--- src/rtl/adder_share_arbiter.sv ---
// Round-robin share of one 16-bit adder between two valid/ready requesters.
// The result lands in a single registered slot that honours downstream backpressure.

module adder_16bit (
  input  logic [15:0] a,
  input  logic [15:0] b,
  output logic [15:0] sum,
  output logic        overflow
);
  assign sum      = a + b;
  // Signed overflow: like-signed operands producing a result of the other sign.
  assign overflow = (a[15] == b[15]) && (sum[15] != a[15]);
endmodule

module adder_share_arbiter #(
  parameter int WIDTH = 16  // the shared adder is fixed at 16 bits; only 16 is supported
) (
  input  logic             clk,
  input  logic             rst,
  input  logic             req0_valid,
  input  logic [WIDTH-1:0] req0_a,
  input  logic [WIDTH-1:0] req0_b,
  output logic             req0_ready,
  input  logic             req1_valid,
  input  logic [WIDTH-1:0] req1_a,
  input  logic [WIDTH-1:0] req1_b,
  output logic             req1_ready,
  output logic             res_valid,
  output logic             res_id,
  output logic [WIDTH-1:0] res_sum,
  output logic             res_overflow,
  input  logic             res_ready
);

  typedef struct packed {
    logic             id;
    logic [WIDTH-1:0] sum;
    logic             ovf;
  } res_t;

  res_t             slot;
  logic             ptr;
  logic             slot_free;
  logic [1:0]       grant;
  logic             xfer;
  logic [WIDTH-1:0] op_a, op_b;
  logic [WIDTH-1:0] add_sum;
  logic             add_ovf;

  assign slot_free = !res_valid || res_ready;

  // Grants look only at valids and the pointer, never at the other side's operands.
  always_comb begin
    grant = 2'b00;
    if (!rst && slot_free) begin
      if (req0_valid && (!req1_valid || !ptr))
        grant = 2'b01;
      else if (req1_valid)
        grant = 2'b10;
    end
  end

  assign req0_ready = grant[0];
  assign req1_ready = grant[1];
  assign xfer       = |grant;

  // Requester 0 is the idle default for the operand mux.
  assign op_a = grant[1] ? req1_a : req0_a;
  assign op_b = grant[1] ? req1_b : req0_b;

  adder_16bit u_add (
    .a        (op_a),
    .b        (op_b),
    .sum      (add_sum),
    .overflow (add_ovf)
  );

  always_ff @(posedge clk) begin
    if (rst) begin
      slot      <= '0;
      res_valid <= 1'b0;
      ptr       <= 1'b0;
    end else if (xfer) begin
      slot      <= '{id: grant[1], sum: add_sum, ovf: add_ovf};
      res_valid <= 1'b1;
      // Pointer moves to whoever was not granted.
      ptr       <= grant[0];
    end else if (res_ready) begin
      res_valid <= 1'b0;
    end
  end

  assign res_id       = slot.id;
  assign res_sum      = slot.sum;
  assign res_overflow = slot.ovf;

endmodule
--- config.mk ---
export PLATFORM = sky130hd
export DESIGN_NAME = adder_share_arbiter
export DESIGN_NICKNAME = d
export VERILOG_FILES = /design/src/rtl/adder_share_arbiter.sv
export SDC_FILE = /design/constraint.sdc
export NUM_CORES = 1
export LEC_CHECK = 0
export ABC_AREA = 1
export ABC_CLOCK_PERIOD_IN_PS = 7700
export CAP_MARGIN = 0
export CORE_ASPECT_RATIO = 1.5
export CORE_MARGIN = 8
export CORE_UTILIZATION = 45
export DETAILED_ROUTE_END_ITERATION = 10
export DONT_BUFFER_PORTS = 1
export GPL_TIMING_DRIVEN = 1
export PLACE_DENSITY = 0.56
export SYNTH_ARGS = -nofsm -noshare
export SYNTH_HDL_FRONTEND = slang
export SYNTH_HIERARCHICAL = 1
export SYNTH_SLANG_ARGS = --single-unit
export TNS_END_PERCENT = 30
--- constraint.sdc ---
create_clock -name clk -period 7.7 [get_ports clk]
set_input_delay 1.54 -clock clk [delete_from_list [all_inputs] [get_ports clk]]
set_output_delay 1.54 -clock clk [all_outputs]
set_load 0.02 [all_outputs]
==> results of run 1 <==
-- cells in the final DEF (no fill, tap or decap) --
| master | count |
|---|---|
| nor2_1 | 47 |
| clkbuf_8 | 4 |
| xnor2_1 | 1 |
| ha_1 | 15 |
| nand2_1 | 198 |
| and2_4 | 1 |
| nor3_2 | 1 |
| a21oi_2 | 1 |
| inv_2 | 2 |
| inv_1 | 55 |
| nand3_1 | 10 |
| nand4_1 | 2 |
| nor2_8 | 1 |
| nor3_4 | 1 |
| nand3b_1 | 2 |
| fa_1 | 1 |
| or2_4 | 1 |
| nor3_1 | 1 |
| a21oi_4 | 1 |
| dfxtp_1 | 20 |
| a21oi_1 | 7 |
| inv_4 | 2 |
| xor2_1 | 6 |
| or2_0 | 1 |
| nand2_2 | 19 |
| nand2_4 | 2 |
| o21ai_0 | 2 |
| a31oi_1 | 1 |
-- sequential cells by signal (all words and copies together) (netlist names) --
name,cells
res_sum,16
ptr,1
res_id,1
res_overflow,1
res_valid,1
-- logic make-up after synthesis --
group	Yosys count
AND/OR/NAND/NOR	287
buffers and inverters	69
flip-flops	20
adder cells (fa/ha/maj)	16
AO/OA/AOI/OAI	12
XOR/XNOR	7
-- worst max-delay path: cells and delay by family --
kind,cells,cell delay [ns]
adders and majority gates,2,0.62
buffers and inverters,3,0.32
and+or+nand+nor,16,1.57
-- through the flow --
step	hold WS, ns	worst slack, ns	cells	power [W]	util, %
after detailed placement	0.501	3.51	469	0.000308	45.0
after CTS	0.506	3.78	473	0.000384	46.1
after global routing	0.564	3.44	473	0.000420	46.1
final	0.495	3.79	473	0.000378	46.1
after global placement	0.514	3.55	469	0.000307	45.0
after floorplan	0.462	4.05	411	0.000282	-
-- routing by layer --
layer / up-vias / share of wire (%) / global-route usage, %
met5: - / 0 / 0
met4: 0 / 1.8 / 4.85
met3: 4 / 4.6 / 1.54
met2: 59 / 49 / 26.2
met1: 852 / 45 / 16.1
li1: 1205 / - / -
-- layout make-up --
| type | count | area [sq um] | area share (%) |
|---|---|---|---|
| multi-input cells | 322 | 1560 | 67.0 |
| flip-flops and latches | 20 | 400 | 17.2 |
| inverters | 59 | 226 | 9.74 |
| clock buffers | 4 | 55.1 | 2.37 |
| well taps | 68 | 85.1 | 3.66 |
-- worst max-delay path by stage --
| stage | from | to | slack, ns | depth (start not counted) |
|---|---|---|---|---|
| after floorplan | res_ready | req1_ready | 4.05 | 5 |
| after global placement | rst | res_sum[14] | 3.55 | 20 |
| after detailed placement | res_ready | res_sum[14] | 3.51 | 21 |
| after CTS | res_ready | res_sum[14] | 3.78 | 21 |
| after global routing | rst | res_sum[14] | 3.44 | 20 |
| final | res_ready | res_sum[14] | 3.79 | 21 |
-- power by group through the flow --
| stage | clock network [W] | logic, W | registers [W] |
|---|---|---|---|
| final | 0.0000760 | 0.000169 | 0.000133 |
| after global routing | 0.0000827 | 0.000202 | 0.000134 |
| after CTS | 0.0000781 | 0.000172 | 0.000133 |
| after detailed placement | 0 | 0.000172 | 0.000136 |
| after global placement | 0 | 0.000171 | 0.000136 |
| after floorplan | 0 | 0.000148 | 0.000133 |
==> metrics, run 1 <==
Root Buffer=clkbuf_8; Setup Skew=0.00130 ns; slowest stage delay, CP=0.41 ns; RSZ-0062 raised after global routing=no; Final Max Tran Viols=0; Seq pwr share=35.1%; top-count cell post-synth=nand2_1; switch share=41.3%; Fill cells=597; XOR/XNOR Fraction of Synth Area=2.68%; simple-gate share of the synthesized area=53.0%; flop and latch count out of synthesis=20; Final ANT Viol Nets=0; gr usage total=14.2%; WL/cell=10.9 microns; largest net degree at the start of global routing=36; later-pin clock latency in the skew report=0.25 ns; largest family of logic cells by synthesized area=simple AND/OR/NAND/NOR gates; Reg2Reg Capture Point=res_sum[14]; cell mode on critical path=nand2_1; Sink Count=20; Distinct cells, synth=29; htree depth=1; final net count=491; Worst Hold Class=reg2reg; Max VDD drop=0.0000553 V; Synth Warn #=6; sequential area share after synthesis=17.5%; area of the mapped netlist=2290 sq um; adder-cell share of the synthesized area=9.07%; minimum clock period=3.91 ns; top cells by area, synth=nand2_1 32%, dfxtp_1 17%, inv_1 9.0%, ha_1 8.2%, nor2_1 7.7%; Worst-path clk slew=0.07 ns; PwrDens=162 nW/um^2; post-route cell area=2330 sq um; TritonRoute pass-1 iters=4; crit path DAT=4.05 ns; Sum Neg Setup Slack=0 ns; Setup Crit Path Kind=in2reg; setup bufs post-CTS=0; total global routing overflow=0; Slowest cell on crit path=nor2_8; Top Ports=90; worst path cell trace=inv_1, nand2_1, nand2_4, nor2_8, inv_4, nand2_2, nand2_1, ha_1, fa_1, nand2_1, nand2_1, nand3b_1, nand2_1, nand2_1, nand2_1, nand2_1, nand2_1, inv_1, nand2_1, nand2_1, nor2_1; Setup-failing EPs final=0; final hold vios=0; initial antenna violation count=0; first-pass GRT wire length=8900 microns; layout cells sized above 1=8.89%; EDFF count, synth=0; worst slew pin tran=0.768 ns; die area=7680 sq um; DRT iter0 DRCs=83; slew margin rel.=48.7%; Detailed Place HPWL=4570 microns; Resize count post-CTS=0; Max-Cap Viols=0; vias in the first global route=2162; Starting Density=45.4%; Syn Area/Cell=5.57 sq um; clock share of power=20.1%; DRT Wirelength=5170 microns; CTS Hold Bufs=0; crit-path max FO=35; fraction of registers with async set/reset=0%; share of the synthesized area in the top cell type=32.4%; routed vias=2120; Min-Delay Endpoint=ptr; internal power=0.000222 W; min-delay src=ptr; Remaining DRCs=0; Clock Tree Buf Depth=2; port buffer count=0; Synth Instances=411; P_sw=0.000156 W; area delta synth->final=1.53%; flop2flop setup slack=4.68 ns; Area after DPL=2270 sq um; Worst setup SP type=input pin; WHS Path Cells=2; row cnt=32; Static Leak=1.43 nW; predominant post-synthesis flop cell=dfxtp_1; Critical Path End Type=flop; Die Width=74.3 microns; post-synthesis mux area share=0%; Reg2Reg Depth=20; post-synth net total=496; period utilisation layout=50.7%; CORE AREA=5040 sq um; combinational power share=44.8%; maximum clock rate=256 MHz; Synth top cells by count=198 x nand2_1, 55 x inv_1, 47 x nor2_1, 20 x dfxtp_1, 19 x nand2_2; Die Y-Extent=103 microns; Inserted Clock Buffers=3; RR Startpoint=res_valid; Vias/cell=4.48; Req. time, crit path=7.85 ns; Yosys top cell by area=nand2_1; CTS tree=done; GPL Wtd Cong=0.859; Compound-Gate Fraction of Synth Area=3.33%; outcome=complete, no violations; ANT cells=0
Note: power is estimated with default switching activity, not from simulation.
==> run 2, diff against run 1 <==
--- a/config.mk
+++ b/config.mk
@@ -6,7 +6,7 @@
 export NUM_CORES = 1
 export LEC_CHECK = 0
 export ABC_AREA = 1
-export ABC_CLOCK_PERIOD_IN_PS = 7700
+export ABC_CLOCK_PERIOD_IN_PS = 3390
 export CAP_MARGIN = 0
 export CORE_ASPECT_RATIO = 1.5
 export CORE_MARGIN = 8
@@ -14,7 +14,7 @@
 export DETAILED_ROUTE_END_ITERATION = 10
 export DONT_BUFFER_PORTS = 1
 export GPL_TIMING_DRIVEN = 1
-export PLACE_DENSITY = 0.56
+export PLACE_DENSITY = 0.58
 export SYNTH_ARGS = -nofsm -noshare
 export SYNTH_HDL_FRONTEND = slang
 export SYNTH_HIERARCHICAL = 1
==> constraint.sdc (replaced) <==
create_clock -name clk -period 3.39 [get_ports clk]
set_input_delay 0.678 -clock clk [delete_from_list [all_inputs] [get_ports clk]]
set_output_delay 0.678 -clock clk [all_outputs]
set_load 0.02 [all_outputs]
==> run 2 against run 1 <==
Compared with the run above:
- worst hold slack improved by 0.00072 ns
- design area up 0.65%
- sequential share of layout area down 0.11 points
- critical path depth unchanged
- register-to-register slack worse by 4.2 ns
- clock-buffer cell count is the same
- global-route usage grew 0.12 points
- via count grew 3.1%
- clock skew is essentially flat
- combinational power up 130%
- total power grew 130%
- non-clock buffer count increased by 2
==> metrics, run 2 (synthesis results as in run 1) <==
flop2flop setup slack=0.49 ns (was 4.68 ns); Setup Crit Path Kind=in2reg (unchanged); Worst setup SP type=input pin (unchanged); port buffer count=0 (unchanged); Reg2Reg Capture Point=res_sum[10] (was res_sum[14]); setup bufs post-CTS=0 (unchanged); crit-path max FO=32 (was 35); row cnt=32 (unchanged); final net count=493 (was 491); RR Startpoint=res_valid (unchanged); FF/Latch Area=400 sq um (unchanged); worst setup margin=0.461 ns (was 3.79 ns); Setup-failing EPs final=0 (unchanged); Max VDD drop=0.000133 V (was 0.0000553 V); Die Width=74.3 microns (unchanged); RSZ-0062 raised after global routing=no (unchanged); Worst-path clk slew=0.07 ns (about the same); setup slack at placement=0.213 ns (was 3.51 ns); Fill cells=571 (was 597); Static Leak=1.44 nW (was 1.43 nW); final hold vios=0 (unchanged); CTS Hold Bufs=0 (unchanged); Req. time, crit path=3.54 ns (was 7.85 ns); Top Ports=90 (unchanged); Remaining DRCs=0 (unchanged); WHS Path Cells=1 (was 2); Clock Tree Buf Depth=2 (unchanged); die area=7680 sq um (unchanged); Tot Pwr=0.000863 W (was 0.000378 W); routed vias=2185 (was 2120); commonest cells after routing, fill and taps aside=198 x nand2_1, 55 x inv_1, 47 x nor2_1 (unchanged); Inserted Clock Buffers=3 (unchanged); htree depth=1 (unchanged); slew margin rel.=49.3% (was 48.7%); Min-Delay Endpoint=res_id (was ptr); vias in the first global route=2213 (was 2162); Die Y-Extent=103 microns (unchanged); largest net degree at the start of global routing=35 (was 36); gr usage total=14.3% (was 14.2%); area delta synth->final=2.18% (was 1.53%); Setup Skew=0.00166 ns (was 0.00130 ns); Root Buffer=clkbuf_8 (unchanged); layout cells sized above 1=9.34% (was 8.89%); CTS tree=done (unchanged); area of the multi-input gates=1560 sq um (unchanged); hold_ws=0.496 ns (was 0.495 ns); crit path DAT=3.08 ns (was 4.05 ns); Final ANT Viol Nets=0 (unchanged); Vias/cell=4.60 (was 4.48); ANT cells=0 (unchanged); max reg flops=16 (unchanged); Starting Density=45.4% (unchanged); Sum Neg Setup Slack=0 ns (unchanged); first-pass GRT wire length=9100 microns (was 8900 microns); minimum clock period=2.93 ns; later-pin clock latency in the skew report=0.25 ns (about the same); GPL Wtd Cong=0.834 (was 0.859); Critical Path End Type=flop (unchanged); total global routing overflow=0 (unchanged); WL/cell=11.0 microns (was 10.9 microns); PwrDens=369 nW/um^2 (was 162 nW/um^2); period utilisation layout=86.4%; Reg2Reg Depth=20 (unchanged); initial antenna violation count=0 (unchanged); DRT iter0 DRCs=107 (was 83); Resize count post-CTS=0 (unchanged); Worst Hold Class=in2reg (was reg2reg); most common cell after layout, fill and taps aside=nand2_1 (unchanged); worst slew pin tran=0.759 ns (was 0.768 ns); min-delay src=rst (was ptr); CORE AREA=5040 sq um (unchanged); Sink Count=20 (unchanged); maximum clock rate=341 MHz; TritonRoute pass-1 iters=4 (unchanged); Final Max Tran Viols=0 (unchanged); Max-Cap Viols=0 (unchanged); Detailed Place HPWL=4570 microns (about the same); DRT Wirelength=5250 microns (was 5170 microns); outcome=complete, no violations (unchanged)
## run 2: changes by cell type in the layout (fill, tap and decap cells not counted), sizes merged
cell  change
buf       +2
## run 2: layout make-up
type / count / share of cell area [%]
clock buffer: 4 / 2.35
inverter: 59 / 9.67
multi-input combinational: 322 / 66.6
sequential: 20 / 17.1
tap: 68 / 3.63
timing repair buffer: 2 / 0.641
## run 2: worst max-delay path by stage
stage,start,endpoint,slack (ns),cells past startpoint
finish,res_ready,res_sum[10],0.46,21
global route,res_ready,res_sum[10],0.21,21
CTS,res_ready,res_sum[10],0.48,21
detailed placement,res_ready,res_sum[10],0.21,21
global placement,res_ready,res_sum[14],0.29,21
floorplan,res_ready,res_sum[8],0.64,20
## run 2: report_power, final
group / switching [W] / leakage (nW) / internal (W)
combinational: 0.000247 / 1.24 / 0.000144
sequential: 0.0000426 / 0.165 / 0.000259
clock: 0.0000681 / 0.0288 / 0.000103
## run 2: per-stage QoR
stage / instances / utilization, % / cell area, sq um
floorplan: 411 / - / 2290
global placement: 471 / 45.3 / 2290
detailed placement: 471 / 45.3 / 2290
CTS: 475 / 46.4 / 2340
global route: 475 / 46.4 / 2340
finish: 475 / 46.4 / 2340
## run 2: worst max-delay path: stages
cell and delay [ns]:
inv_1 0.02, nand2_1 0.13, nand2_4 0.10, nor2_8 0.30, inv_4 0.21, nand2_2 0.10
nand2_1 0.06, ha_1 0.22, fa_1 0.40, nand2_1 0.07, nand2_1 0.07, nand3b_1 0.09
nand2_1 0.11, nand2_1 0.10, nand2_1 0.06, nand2_1 0.06, nand2_1 0.05, inv_1 0.05
nand2_1 0.05, nand2_1 0.10, nor2_1 0.04
## run 2: routing by layer
metal	track usage (%)	routed length, microns	up-vias
met2	25.2	2520	56
met5	0	0	-
li1	-	-	1211
met3	1.93	222	6
met1	16.6	2410	912
met4	6.06	96	0
